[src/rtl/pipe_pkg.sv]
`default_nettype none
// ============================================================================
//  Module      : pipe_pkg
//  Description : Shared types and codes for the RV32I pipeline controller.
//  Revision    : 1.0 - initial release
// ============================================================================
package pipe_pkg;

   typedef enum logic [0:0] {
      ST_RUN        = 1'b0,
      ST_REDIR_WAIT = 1'b1
   } state_t;

   localparam logic [1:0] FWD_REG = 2'b00;
   localparam logic [1:0] FWD_MEM = 2'b01;
   localparam logic [1:0] FWD_WB  = 2'b10;

endpackage
`default_nettype wire

[src/rtl/pipe_ctrl_fwd_unit.sv]
`default_nettype none
// ============================================================================
//  Module      : fwd_unit
//  Description : EX-stage bypass select for one source operand.
//  Revision    : 1.0 - initial release
// ============================================================================
module fwd_unit
   import pipe_pkg::*;
#(
   parameter int RA_W = 5
) (
   input  logic [RA_W-1:0] ex_rs,
   input  logic [RA_W-1:0] mem_rd,
   input  logic            mem_regwrite,
   input  logic [RA_W-1:0] wb_rd,
   input  logic            wb_regwrite,
   output logic [1:0]      fwd
);

   logic w_mem_hit;
   logic w_wb_hit;

   // x0 is never a real producer, so it must not bypass
   assign w_mem_hit = mem_regwrite && (mem_rd != '0) && (mem_rd == ex_rs);
   assign w_wb_hit  = wb_regwrite  && (wb_rd  != '0) && (wb_rd  == ex_rs);

   assign fwd = w_mem_hit ? FWD_MEM : (w_wb_hit ? FWD_WB : FWD_REG);

endmodule
`default_nettype wire

[src/rtl/pipe_ctrl.sv]
`default_nettype none
// ============================================================================
//  Module      : pipe_ctrl
//  Description : Hazard/sequencing controller: enables, flushes, forwarding,
//                PC redirect with fetch-stall hold, and perf counters.
//  Revision    : 1.0 - initial release
// ============================================================================
module pipe_ctrl
   import pipe_pkg::*;
#(
   parameter int RA_W  = 5,
   parameter int XLEN  = 32,
   parameter int CNT_W = 32
) (
   input  logic             clk,
   input  logic             rst_n,
   input  logic [RA_W-1:0]  id_rs1,
   input  logic [RA_W-1:0]  id_rs2,
   input  logic             id_use_rs1,
   input  logic             id_use_rs2,
   input  logic [RA_W-1:0]  ex_rs1,
   input  logic [RA_W-1:0]  ex_rs2,
   input  logic [RA_W-1:0]  ex_rd,
   input  logic             ex_memread,
   input  logic [RA_W-1:0]  mem_rd,
   input  logic [RA_W-1:0]  wb_rd,
   input  logic             mem_regwrite,
   input  logic             wb_regwrite,
   input  logic             ex_redirect,
   input  logic [XLEN-1:0]  ex_target,
   input  logic             icache_stall,
   input  logic             dcache_stall,
   output logic             pc_en,
   output logic             pc_sel,
   output logic [XLEN-1:0]  pc_tgt,
   output logic             ifid_en,
   output logic             ifid_flush,
   output logic             idex_en,
   output logic             idex_flush,
   output logic             exmem_en,
   output logic             memwb_en,
   output logic [1:0]       fwd_a,
   output logic [1:0]       fwd_b,
   output logic             redir_pend,
   output logic [CNT_W-1:0] stall_cnt,
   output logic [CNT_W-1:0] flush_cnt
);

   localparam logic [CNT_W-1:0] c_one = {{(CNT_W-1){1'b0}}, 1'b1};

   state_t           r_state;
   logic [XLEN-1:0]  r_tgt_q;
   logic [CNT_W-1:0] r_stall_cnt;
   logic [CNT_W-1:0] r_flush_cnt;

   state_t w_next_state;
   logic   w_lu;
   logic   w_load_tgt;
   logic   w_flush_inc;
   logic   w_pc_en, w_pc_sel, w_ifid_en, w_ifid_flush;
   logic   w_idex_en, w_idex_flush, w_exmem_en, w_memwb_en;

   fwd_unit #(.RA_W(RA_W)) u_fwd_a (
      .ex_rs        (ex_rs1),
      .mem_rd       (mem_rd),
      .mem_regwrite (mem_regwrite),
      .wb_rd        (wb_rd),
      .wb_regwrite  (wb_regwrite),
      .fwd          (fwd_a)
   );

   fwd_unit #(.RA_W(RA_W)) u_fwd_b (
      .ex_rs        (ex_rs2),
      .mem_rd       (mem_rd),
      .mem_regwrite (mem_regwrite),
      .wb_rd        (wb_rd),
      .wb_regwrite  (wb_regwrite),
      .fwd          (fwd_b)
   );

   assign w_lu = ex_memread && (ex_rd != '0) &&
                 ((id_use_rs1 && (id_rs1 == ex_rd)) || (id_use_rs2 && (id_rs2 == ex_rd)));

   always_comb begin
      w_next_state = r_state;
      w_load_tgt   = 1'b0;
      w_flush_inc  = 1'b0;
      w_pc_en      = 1'b1;
      w_pc_sel     = 1'b0;
      w_ifid_en    = 1'b1;
      w_ifid_flush = 1'b0;
      w_idex_en    = 1'b1;
      w_idex_flush = 1'b0;
      w_exmem_en   = 1'b1;
      w_memwb_en   = 1'b1;
      case (r_state)
         ST_RUN: begin
            if (dcache_stall) begin
               {w_pc_en, w_ifid_en, w_idex_en, w_exmem_en, w_memwb_en} = '0;
            end else if (ex_redirect && !icache_stall) begin
               w_pc_sel     = 1'b1;
               w_ifid_flush = 1'b1;
               w_idex_flush = 1'b1;
               w_flush_inc  = 1'b1;
            end else if (ex_redirect) begin
               // Fetch can't take the target yet: remember it and wait
               w_pc_en      = 1'b0;
               w_ifid_en    = 1'b0;
               w_idex_flush = 1'b1;
               w_flush_inc  = 1'b1;
               w_load_tgt   = 1'b1;
               w_next_state = ST_REDIR_WAIT;
            end else if (w_lu || icache_stall) begin
               w_pc_en      = 1'b0;
               w_ifid_en    = 1'b0;
               w_idex_flush = 1'b1;
            end
         end
         default: begin
            // ID still holds a wrong-path instruction until the redirect lands
            w_idex_flush = 1'b1;
            if (dcache_stall) begin
               {w_pc_en, w_ifid_en, w_idex_en, w_exmem_en, w_memwb_en} = '0;
            end else if (icache_stall) begin
               w_pc_en   = 1'b0;
               w_ifid_en = 1'b0;
            end else begin
               w_pc_sel     = 1'b1;
               w_ifid_flush = 1'b1;
               w_next_state = ST_RUN;
            end
         end
      endcase
   end

   always_ff @(posedge clk or negedge rst_n) begin
      if (!rst_n) begin
         r_state     <= ST_RUN;
         r_tgt_q     <= '0;
         r_stall_cnt <= '0;
         r_flush_cnt <= '0;
      end else begin
         r_state <= w_next_state;
         if (w_load_tgt)  r_tgt_q     <= ex_target;
         if (!w_pc_en)    r_stall_cnt <= r_stall_cnt + c_one;
         if (w_flush_inc) r_flush_cnt <= r_flush_cnt + c_one;
      end
   end

   assign pc_en      = w_pc_en;
   assign pc_sel     = w_pc_sel;
   assign pc_tgt     = (r_state == ST_REDIR_WAIT) ? r_tgt_q : ex_target;
   assign ifid_en    = w_ifid_en;
   assign ifid_flush = w_ifid_flush;
   assign idex_en    = w_idex_en;
   assign idex_flush = w_idex_flush;
   assign exmem_en   = w_exmem_en;
   assign memwb_en   = w_memwb_en;
   assign redir_pend = (r_state == ST_REDIR_WAIT);
   assign stall_cnt  = r_stall_cnt;
   assign flush_cnt  = r_flush_cnt;

endmodule
`default_nettype wire

[config.mk]
export PLATFORM = sky130hd
export DESIGN_NAME = pipe_ctrl
export DESIGN_NICKNAME = d
export VERILOG_FILES = /design/src/rtl/pipe_pkg.sv /design/src/rtl/pipe_ctrl_fwd_unit.sv /design/src/rtl/pipe_ctrl.sv
export SDC_FILE = /design/constraint.sdc
export NUM_CORES = 1
export LEC_CHECK = 0
export BUFFER_PORTS_ARGS = -buffer_cell sky130_fd_sc_hd__buf_2
export CORE_MARGIN = 4
export CORE_UTILIZATION = 35
export CTS_BUF_LIST = sky130_fd_sc_hd__clkbuf_4
export CTS_CLUSTER_SIZE = 20
export DETAILED_ROUTE_END_ITERATION = 12
export HOLD_SLACK_MARGIN = 0.12
export PLACE_DENSITY = 0.59
export SLEW_MARGIN = 20
export SYNTH_ARGS = -nofsm -noshare
export SYNTH_HDL_FRONTEND = slang
export SYNTH_SLANG_ARGS = --single-unit
export TNS_END_PERCENT = 50
[constraint.sdc]
create_clock -name clk -period 1.8 [get_ports clk]
set_input_delay 0.27 -clock clk [delete_from_list [all_inputs] [get_ports clk]]
set_output_delay 0.27 -clock clk [all_outputs]
set_load 0.005 [all_outputs]
# ---- Word level (Yosys, flattened, before mapping)
# Cells that the tools add are included.
dict set report word_totals {
  reg_bits 97
  in_bits 77
  output_inout_bits 109
  word_cells 60
}
dict set report classes {
  n_eq_ne 6
  n_mux 31
  reduce_logical 17
  add_sub_neg 2
}
# op count
set op_table {}
lappend op_table {{32-bit by 1-bit adder with 32-bit output (second input constant)} 2}
lappend op_table {{32-bit two-way mux} 1}
lappend op_table {{5-bit equality test} 6}
lappend op_table {{1-bit two-way mux} 26}
lappend op_table {{5-bit nonzero test} 3}
lappend op_table {{1-bit logical AND} 11}
lappend op_table {{2-bit two-way mux} 4}
lappend op_table {{1-bit logical OR} 2}
lappend op_table {{1-bit zero test} 1}

# ---- Depth between registers and ports, before layout
dict set report depth {
  ltp_word 10
  depth_mapped 7
  depth_no_buf 6
}

# ---- Cells and area by module
# Synthesis repeated with hierarchy kept, for this count alone.
dict set report unflattened {
  cells_unflattened 436
  area_unflattened_um2 5079.9
}
# module seq_area_each_um2 instances area_each_um2 cells_each
set by_module_without_submodules {}
lappend by_module_without_submodules {pipe_ctrl 2427.3 1 4762.1 394}
lappend by_module_without_submodules {fwd_unit 0.0 2 158.9 21}

# ---- Worst setup path before layout
# OpenSTA, ideal clock, no wires.
dict set report synth_path {
  path_kind {input port to output port}
  from {input ex_rd[1]}
  to {output pc_en}
  n_path_buf 1
  cell_stages 7
  arrival_ns 1.527
  required_ns 1.530
  slack_ns 0.003
  path_cell_list {xnor2_1 > nand4_1 > o22ai_2 > nand2_1 > o31ai_1 > inv_1 > buf_4}
}
dict set report synth_via {
  elab_chain_cells 10
  word_cells_on_any_way 14
  classes_between {2 x eq/ne; 5 x mux; 7 x reduce/logical}
}
# item line
set synth_lines {}
lappend synth_lines {{from (decl)} pipe_ctrl.sv:23} ;# input logic [RA_W-1:0] ex_rd,
lappend synth_lines {{5-bit equality test} pipe_ctrl.sv:82} ;# ((id_use_rs1 && (id_rs1 == ex_rd)) || (id_use_rs2 && (id_rs2 == ex_rd)));
lappend synth_lines {{1-bit logical AND} pipe_ctrl.sv:82}
lappend synth_lines {{1-bit logical OR} pipe_ctrl.sv:82}
lappend synth_lines {{1-bit logical AND (*)} pipe_ctrl.sv:81} ;# assign w_lu = ex_memread && (ex_rd != '0) &&
lappend synth_lines {{1-bit logical OR (*)} pipe_ctrl.sv:113} ;# end else if (w_lu || icache_stall) begin
lappend synth_lines {{1-bit two-way mux (*) (5 in series)} --}
lappend synth_lines {{to (decl)} pipe_ctrl.sv:33} ;# output logic pc_en,
# Every way passes the cells marked *; elsewhere a longest branch is shown, timed or not.

# ---- Worst setup path after layout
dict set report layout_path {
  from {register r_state, in the netlist redir_pend}
  to {output pc_tgt[18]}
}
dict set report layout_via {
  elab_chain_cells 1
}
# item line
set layout_lines {}
lappend layout_lines {{from (decl)} pipe_ctrl.sv:51} ;# state_t r_state;
lappend layout_lines {{from (signal assigned)} pipe_ctrl.sv:143} ;# r_state <= w_next_state;
lappend layout_lines {{32-bit two-way mux} pipe_ctrl.sv:152} ;# assign pc_tgt = (r_state == ST_REDIR_WAIT) ? r_tgt_q : ex_target;
lappend layout_lines {{to (decl)} pipe_ctrl.sv:35} ;# output logic [XLEN-1:0] pc_tgt,
# No other way between the ends.

==> run summary <==
Status: finished, violations left
Failing checks: negative setup slack
DRT iter0 DRCs: 116
Post-Syn Area: 4960 sq um
Post-Place Cells: 831
Final hold viol count: 0
Worst-margin pin slew: 539 ps
Vias in the first global route: 4,389
Clock root cell: clkbuf_4
RePlAce Congestion: 1.05
Post-route clock skew: 19.3 ps
DP HPWL: 9580 microns
Placed cell areas: 6470 sq um
Sequential-to-total area share from yosys stat: 48.9%
Most common cell after layout, fill and taps aside: buf_2
I/O pin total: 186
GRT Resource Usage Total: 16.6%
Setup Viol. Count Final: 39
H-tree depth: 3
Router iterations before antenna repair: 4
CTS Buffer Depth: 2
MaxCap Viol Count: 0
VDD IR max: 0.000508 V
Worst setup margin: -140 ps
Hold WC Path Type: in -> reg
Register bit total from synthesis: 97
Post-Place Setup Slack: -196 ps
Largest net degree at the start of global routing: 91
Worst-path clk slew: 160 ps
Core box area: 13,900 sq um
RSZ-0062 raised after global routing: yes
Critical Path RT: 1530 ps
Post-synth ARST share: 100%
Vias post-DR: 4,299
Layout Cells excl Fill: 891
FP Rows: 43
IO buf count: 185
Initial antenna violation count: 0
Global-route wire length before repair: 21,700 microns
Drt total wl: 14,200 microns
Die width: 127 microns
Synth-to-layout area growth: 54.3%
Power, Total: 6180 uW
Post-synth cell types: 41
Top FF cell, synth: dfrtp_1
Antenna-violating nets left: 0
Final Cycle Share: 108%
Final Max Slew Viols: 0
Max Fclk: 515 MHz
Area contributors post-synth: dfrtp_1, mux2_2, xnor2_1
Antenna diodes: 0
Sequential Area: 2430 sq um
# fillers: 1,168
Total gr overflow: 0
Yosys warning total: 0
CP Class: reg -> out
Die area: 16,200 sq um
Post-route cell area: 7660 sq um
Yosys top cell by area: dfrtp_1
Initial core utilization: 35.8%
Post-Route Setup TNS: -4360 ps
Crit path DAT: 1670 ps
DRC viols: 0
Setup crit end kind: output pin
Die span in y: 127 microns
Layout Nets: 786
Crit Path Max Fanout: 7
Clk Latency, worst-skew pair: 490 ps
CTS sink cnt: 97
Mapped Cells: 427
Minimum clock period: 1940 ps
EDFF count, synth: 0
Share of cells above drive strength 1: 51.9%
Leak Pwr: 0.00382 uW
Rel. slew slack: 64.0%
Critical path launch point type: flip-flop
TritonCTS Buffers: 9
Area of the multi-input gates: 2710 sq um
Post-synth top area share: 48.9%
Pwr dens: 807 nW/um^2
Syn Area/Cell: 11.6 sq um
Routed vias/inst: 4.82
Syn Nets: 506
Most frequent cells in the layout: buf_2, dfrtp_1, buf_4
CTS tree: built
Avg WL per Cell: 15.9 microns
## through the flow
stage / hold slack (ps) / utilization, %
3_5_place_dp: 100 / 46.6
6_report: 263 / 55.2
4_1_cts: 179 / 50.9
5_1_grt: 252 / 55.2
2_1_floorplan: -25.6 / -
3_3_place_gp: 98.6 / 46.6
## area by class of cell
type / instances / share of cell area, %
multi-input cells: 308 / 35.3
flip-flops and latches: 97 / 31.7
repair buffers: 285 / 27.9
well taps: 180 / 2.94
clock inverters: 6 / 0.964
clock buffers: 9 / 0.882
inverters: 6 / 0.294
## registers in the layout, indices dropped and copies added (netlist names)
name / flops
flush_cnt: 32
r_tgt_q: 32
redir_pend: 1
stall_cnt: 32
## logic make-up after synthesis
kind of cell / share of synthesized area, %
AND/OR/NAND/NOR: 15.2
flip-flops: 48.9
XOR/XNOR: 16.2
multiplexers: 15.0
buffers and inverters: 2.37
AO/OA/AOI/OAI: 1.84
adder cells (fa/ha/maj): 0.504
## worst max-delay path, cell delays in order, from the launching register on
cell,delay [ps]
dfrtp_1,440
buf_8,160
clkbuf_16,170
mux2_4,310
buf_6,120
## worst paths after layout
path / from / endpoint / slack [ps] / cells past startpoint
min in group asynchronous: rst_n / r_tgt_q[12]$_DFFE_PN0P_ / 340 / 3
max reg2reg: redir_pend$_DFF_PN0_ / flush_cnt[29]$_DFFE_PN0P_ / -80 / 6
min: ex_redirect / redir_pend$_DFF_PN0_ / 260 / 4
max in group asynchronous: rst_n / r_tgt_q[9]$_DFFE_PN0P_ / 830 / 3
max: redir_pend$_DFF_PN0_ / pc_tgt[18] / -140 / 4
min reg2reg: stall_cnt[31]$_DFFE_PN0N_ / stall_cnt[31]$_DFFE_PN0N_ / 470 / 1
## routing by layer
metal | up-vias | track usage (%) | part of all wire [%]
met3 | 18 | 4.47 | 7.2
li1 | 2035 | - | -
met2 | 155 | 26.0 | 48
met4 | 0 | 7.19 | 1.8
met1 | 2091 | 21.7 | 43
met5 | - | 0 | 0
## power by group
part           internal, uW  switching, uW  leakage (uW)
sequential             2510            242       0.00124
clock                   435            827     0.0000709
combinational          1280            879       0.00251
total                  4230           1950       0.00382
## cell usage after synthesis, types with 2 or more instances
master,count
nand2_1,26
or4_1,5
ha_1,2
inv_1,6
nor2_1,25
nand2b_1,3
buf_1,3
and4_1,7
nor3_1,7
o21ai_0,2
clkbuf_1,2
mux2_2,65
nand3_1,24
nor4_1,4
dfrtp_1,97
xnor2_1,52
a21oi_1,2
buf_2,3
xor2_1,40
nand4_1,11
and2_1,5
and3_1,12
buf_4,6
## what timing repair did
action                     in CTS  in global routing
hold buffers                   35                  0
hold endpoints to repair      130                  0
pin swaps                       3                 25
cloned                          1                  2
setup buffers                   3                  5
resized for setup              17                109
setup endpoints to repair      44                 88
Note: power is estimated with default switching activity, not from simulation.
